[src/rtl/sw_alloc.sv]
// Switch allocator: one IDLE/LOCKED FSM per output port with round-robin input selection.
// Optional watchdog force-release is compiled in with SA_WATCHDOG_EN.
module sw_alloc #(
  parameter int NPORT    = 5,
  parameter int PW       = 3,
  parameter int WD_LIMIT = 64
) (
  input  logic             clk,
  input  logic             reset,
  input  logic             req_0,
  input  logic             req_1,
  input  logic             req_2,
  input  logic             req_3,
  input  logic             req_4,
  input  logic [PW-1:0]    port_0,
  input  logic [PW-1:0]    port_1,
  input  logic [PW-1:0]    port_2,
  input  logic [PW-1:0]    port_3,
  input  logic [PW-1:0]    port_4,
  input  logic             ivalid_0,
  input  logic             ivalid_1,
  input  logic             ivalid_2,
  input  logic             ivalid_3,
  input  logic             ivalid_4,
  input  logic             tail_0,
  input  logic             tail_1,
  input  logic             tail_2,
  input  logic             tail_3,
  input  logic             tail_4,
  input  logic [NPORT-1:0] avail,
  output logic [NPORT-1:0] grt_0,
  output logic [NPORT-1:0] grt_1,
  output logic [NPORT-1:0] grt_2,
  output logic [NPORT-1:0] grt_3,
  output logic [NPORT-1:0] grt_4,
  output logic [NPORT-1:0] busy,
  output logic             wd_err
);
  typedef enum logic {IDLE, LOCKED} st_e;

  logic [NPORT-1:0]               req, ivalid, tail;
  logic [NPORT-1:0][PW-1:0]       port;
  st_e                            st_q [NPORT];
  logic [NPORT-1:0][PW-1:0]       own_q, rr_q;
  logic [NPORT-1:0]               locked, granted, taken, win, rel, wd_fire;
  logic [NPORT-1:0][PW-1:0]       win_idx;
  logic [NPORT-1:0][NPORT-1:0]    grt;
  logic                           found;
  logic [PW-1:0]                  sel;
  int                             idx;

  assign req    = {req_4, req_3, req_2, req_1, req_0};
  assign ivalid = {ivalid_4, ivalid_3, ivalid_2, ivalid_1, ivalid_0};
  assign tail   = {tail_4, tail_3, tail_2, tail_1, tail_0};
  assign port   = {port_4, port_3, port_2, port_1, port_0};

  // Grants come straight from registered lock state, so reset clears them asynchronously.
  always_comb begin
    grt     = '0;
    granted = '0;
    for (int o = 0; o < NPORT; o++) begin
      locked[o] = (st_q[o] == LOCKED);
      for (int i = 0; i < NPORT; i++)
        grt[i][o] = locked[o] && (own_q[o] == PW'(i));
    end
    for (int i = 0; i < NPORT; i++) granted[i] = |grt[i];
  end

  assign busy  = locked;
  assign grt_0 = grt[0];
  assign grt_1 = grt[1];
  assign grt_2 = grt[2];
  assign grt_3 = grt[3];
  assign grt_4 = grt[4];

  // Port codes >= NPORT never match any output index, so they are ignored for free.
  always_comb begin
    win     = '0;
    win_idx = '0;
    taken   = '0;
    found   = 1'b0;
    sel     = '0;
    idx     = 0;
    for (int o = 0; o < NPORT; o++) begin
      found = 1'b0;
      sel   = '0;
      for (int k = 0; k < NPORT; k++) begin
        idx = (int'(rr_q[o]) + k) % NPORT;
        if (!found && req[idx] && port[idx] == PW'(o) && !granted[idx]) begin
          found = 1'b1;
          sel   = PW'(idx);
        end
      end
      // A lower output that already claimed this input wins; this output stays idle.
      if (!locked[o] && avail[o] && found && !taken[sel]) begin
        win[o]     = 1'b1;
        win_idx[o] = sel;
        taken[sel] = 1'b1;
      end
    end
  end

  always_comb begin
    for (int o = 0; o < NPORT; o++)
      rel[o] = locked[o] && ((ivalid[own_q[o]] && tail[own_q[o]]) || !req[own_q[o]] || wd_fire[o]);
  end

`ifdef SA_WATCHDOG_EN
  localparam int CW = $clog2(WD_LIMIT + 1);
  logic [NPORT-1:0][CW-1:0] wd_cnt_q;
  logic                     wd_err_q;

  always_comb begin
    for (int o = 0; o < NPORT; o++)
      wd_fire[o] = locked[o] && !ivalid[own_q[o]] && (wd_cnt_q[o] == CW'(WD_LIMIT - 1));
  end

  always_ff @(posedge clk or posedge reset) begin
    if (reset) begin
      wd_cnt_q <= '0;
      wd_err_q <= 1'b0;
    end else begin
      for (int o = 0; o < NPORT; o++) begin
        if (!locked[o] || rel[o] || ivalid[own_q[o]]) wd_cnt_q[o] <= '0;
        else                                          wd_cnt_q[o] <= wd_cnt_q[o] + 1'b1;
      end
      wd_err_q <= |wd_fire;
    end
  end

  assign wd_err = wd_err_q;
`else
  assign wd_fire = '0;
  assign wd_err  = 1'b0;
`endif

  always_ff @(posedge clk or posedge reset) begin
    if (reset) begin
      for (int o = 0; o < NPORT; o++) st_q[o] <= IDLE;
      own_q <= '0;
      rr_q  <= '0;
    end else begin
      for (int o = 0; o < NPORT; o++) begin
        case (st_q[o])
          IDLE: if (win[o]) begin
            st_q[o]  <= LOCKED;
            own_q[o] <= win_idx[o];
          end
          LOCKED: if (rel[o]) begin
            st_q[o] <= IDLE;
            rr_q[o] <= (own_q[o] == PW'(NPORT - 1)) ? '0 : own_q[o] + 1'b1;
          end
          default: st_q[o] <= IDLE;
        endcase
      end
    end
  end
endmodule
[config.mk]
export PLATFORM = sky130hd
export DESIGN_NAME = sw_alloc
export DESIGN_NICKNAME = d
export VERILOG_FILES = /design/src/rtl/sw_alloc.sv
export SDC_FILE = /design/constraint.sdc
export NUM_CORES = 1
export LEC_CHECK = 0
export ABC_CLOCK_PERIOD_IN_PS = 6700
export CORE_MARGIN = 10
export CORE_UTILIZATION = 25
export DETAILED_ROUTE_END_ITERATION = 10
export GPL_TIMING_DRIVEN = 0
export SETUP_SLACK_MARGIN = 0.4
export SKIP_LAST_GASP = 1
export SLEW_MARGIN = 20
export SYNTH_ARGS = -nofsm -noshare
export SYNTH_HDL_FRONTEND = slang
export SYNTH_SLANG_ARGS = --single-unit
[constraint.sdc]
create_clock -name clk -period 6.7 [get_ports clk]
set_input_delay 1.34 -clock clk [delete_from_list [all_inputs] [get_ports clk]]
set_output_delay 1.34 -clock clk [all_outputs]
set_load 0.05 [all_outputs]
==> results.yml <==
global_route:
  grt_pass1_vias: 9486
  grt_pass1_wl_um: 50700
  antenna_found_initial: 4
  grt_overflow_total: 0
  grt_use_total_pct: 13.0
  grt_max_degree: 33
clocking:
  cts_made_buffers: 5
  htree_levels: 2
  clockBufferDepth: 2
  clk_pin_slew_ns: 0.06
  cts_tree: "yes"
  cts-resized-gates: 0
  cts_num_sinks: 35
  cts_root_buf: "clkbuf_16"
  clk-insertion-delay-late_ns: 0.28
  cts_setup_buffers: 0
  cts_hold_buf: 0
critical_path:
  worstPathArrival_ns: 6.01
  critPathKind: "flip-flop to flip-flop"
  cp_cell_sequence: "clkbuf_1 > clkbuf_2 > inv_1 > ha_1 > clkbuf_2 > inv_1 > ha_1 > nor2_1 > a21oi_1 > xnor2_1 > inv_1 > ha_1 > nor2b_1 > o32ai_1 > mux2i_1 > mux2i_1 > nor2_1 > a21oi_1 > a41oi_1 > nor2_1 > a21oi_1"
  critPathCaptureType: "flip-flop"
  slowest_stage: "o32ai_1"
  setup.worst_path.start: "rr_q[9]"
  ff2ff_setup_slack_ns: 0.89
  cpPeakStageDelay_ns: 0.53
  cp-start-kind: "flip-flop"
  cp-endpoint: "own_q[9]"
  worstPathRequired_ns: 6.90
  crit_fanout: 10
  worstReg2RegStart: "rr_q[9]"
  r2r_end: "own_q[9]"
  worstRegToRegCells: 21
synthesis:
  syn_area_per_cell_um2: 7.42
  yosys.area.top_type: "ha_1"
  syn_area_um2: 9600
  synth_edf_count: 0
  ys_seq_area_share_pct: 9.12
  yosys.area.top_type_share_pct: 16.8
  synth_cell_types: 94
  ys_async_sr_fraction_pct: 100
  yosys_warnings: 0
  yosysMostFrequentCell: "ha_1"
  netlist_instances: 1295
  synth_common_cells: "ha_1, nand2_1, inv_1, nor2_1, a21oi_1"
  ys.flop_type: "dfrtp_1"
  ys_seq_elements: 35
  synth_fp_nets: 1462
  ys_top_cells_by_area: "ha_1, dfrtp_1, mux2i_1, nand2_1, inv_1"
power_and_ir_drop:
  p_total_mw: 6.34
  powerDensity_nw_per_um2: 569
  switching_power_mw: 3.61
  leakagePower_nw: 4.76
  peakVddDrop_mv: 0.156
  switching_share_pct: 57.0
  p_int_mw: 2.73
  clkPwrFrac_pct: 4.8
  p_seq_share_pct: 7.1
  p_comb_share_pct: 88.1
sta:
  drv_slew: 0
  worst_slew_pin_slew_ns: 1.14
  finalHoldViolations: 0
  relSlewSlack_pct: 23.2
  final.min_clock_period_ns: 5.81
  finClkSkew_ns: 0.00733
  setup_slack_ns: 0.888
  tns_ns: 0
  whs_ns: 0.596
  max_clock_freq_mhz: 172
  rsz0062_at_grt: "no"
  setup_viol: 0
  fin_crit_sh_pct: 86.8
floorplan:
  fp-row-count: 71
  pin_count: 68
  initial_utilization_pct: 25.4
  die_y_um: 216
  fp.dieW_um: 216
  die-area_um2: 46700
  coreArea_um2: 37800
cells_and_area:
  fin_area_um2: 11100
  multi_input_area_um2: 8130
  stdcell_count: 1882
  area_growth_pct: 15.9
  final_util_pct: 29.5
  seq_area_um2: 876
  nets: 1536
  drive_above_1_share_pct: 6.57
  fill_cells: 4031
detailed_routing:
  drc: 0
  dr.pass1.iters: 7
  avgRoutedWirePerCell_um: 16.9
  drt_iter0_drc: 773
  vias_per_cell: 5.40
  wl_um: 31900
  ant_nets: 0
  num_vias: 10200
place:
  port_buffers: 66
  hpwl_um: 26200
  place.gp.congestion: 0.909
  pre_cts_slack_ns: 0.518
  place_area_um2: 10900
  dpl.cell_count: 1873
status:
  status: "complete, no violations"
hold_path:
  hold_path_class: "flip-flop to flip-flop"
run:
  maxCapViolations: 0
-- flip-flops by register name, summed over array words and instances, names as in the netlist --
name	count
own_q	15
rr_q	15
busy	5
-- worst min-delay path by stage --
stage | startpoint | endpoint | depth (start not counted)
3_3_place_gp | own_q[12] | own_q[12] | 2
6_report | own_q[6] | own_q[6] | 2
4_1_cts | own_q[6] | own_q[6] | 2
5_1_grt | own_q[13] | own_q[13] | 2
2_1_floorplan | own_q[6] | own_q[6] | 2
3_5_place_dp | own_q[6] | own_q[6] | 2
-- power by group through the flow --
stage	registers (mW)	logic, mW	clock network [mW]
2_1_floorplan	0.439	4.29	0
3_3_place_gp	0.450	5.34	0
3_5_place_dp	0.453	5.46	0
4_1_cts	0.451	5.49	0.303
5_1_grt	0.468	6.20	0.315
6_report	0.453	5.58	0.301
-- cell type report --
| cell class | instances | area share, % |
|---|---|---|
| multi-input combinational | 1104 | 73.0 |
| sequential | 35 | 7.87 |
| timing repair buffer | 67 | 6.12 |
| tap | 511 | 5.74 |
| inverter | 109 | 3.68 |
| buffer | 47 | 1.87 |
| clock buffer | 6 | 1.16 |
| clock inverter | 2 | 0.540 |
| antenna | 1 | 0.0225 |
-- worst max-delay path, delay by kind of cell (launching register included) --
kind | cells | cell delay, ns
AO/OA/AOI/OAI | 5 | 1.43
XOR/XNOR | 1 | 0.26
adder cells (fa/ha/maj) | 3 | 0.91
buffers and inverters | 6 | 1.46
flip-flops | 1 | 0.47
multiplexers | 2 | 0.57
AND/OR/NAND/NOR | 4 | 0.65
-- per-layer routing --
metal  track usage, %  part of all wire, %  vias to the layer above
met5                0                 0.14                        -
met4             3.22                  2.3                        6
met3             2.35                  7.3                       38
met2             20.8                   44                      349
met1             17.5                   46                     4818
li1                 -                    -                     4960
-- logic make-up (layout without fill, tap and decap cells) --
logic type      Yosys count  in the layout  share of synthesized area, %
fa+ha+maj               130            130                          17.0
simple gates            471            471                          26.1
other cells               1              2                        0.0390
compound gates          370            370                          26.7
flops                    35             35                          9.12
buf+inv                 156            231                          6.40
mux                      85             85                          10.3
xor+xnor                 47             47                          4.29
-- layout by cell type (no fill, tap or decap), drive strengths merged, types with 17 or more instances in the layout --
cell / synthesis / layout
and2: 17 / 17
nor3: 44 / 44
dfrtp: 35 / 35
inv: 106 / 106
nand2: 112 / 112
mux2i: 55 / 55
a211oi: 23 / 23
a31oi: 17 / 17
buf: 20 / 20
ha: 129 / 129
mux2: 21 / 21
nand2b: 33 / 33
clkbuf: 27 / 34
nor3b: 17 / 17
xnor2: 38 / 38
a21o: 22 / 22
nand3: 33 / 33
nor2: 89 / 89
o211ai: 18 / 18
a21oi: 75 / 75
o21ai: 73 / 73
clkdlybuf4s50: 0 / 66
(Power assumes the default switching activity.)
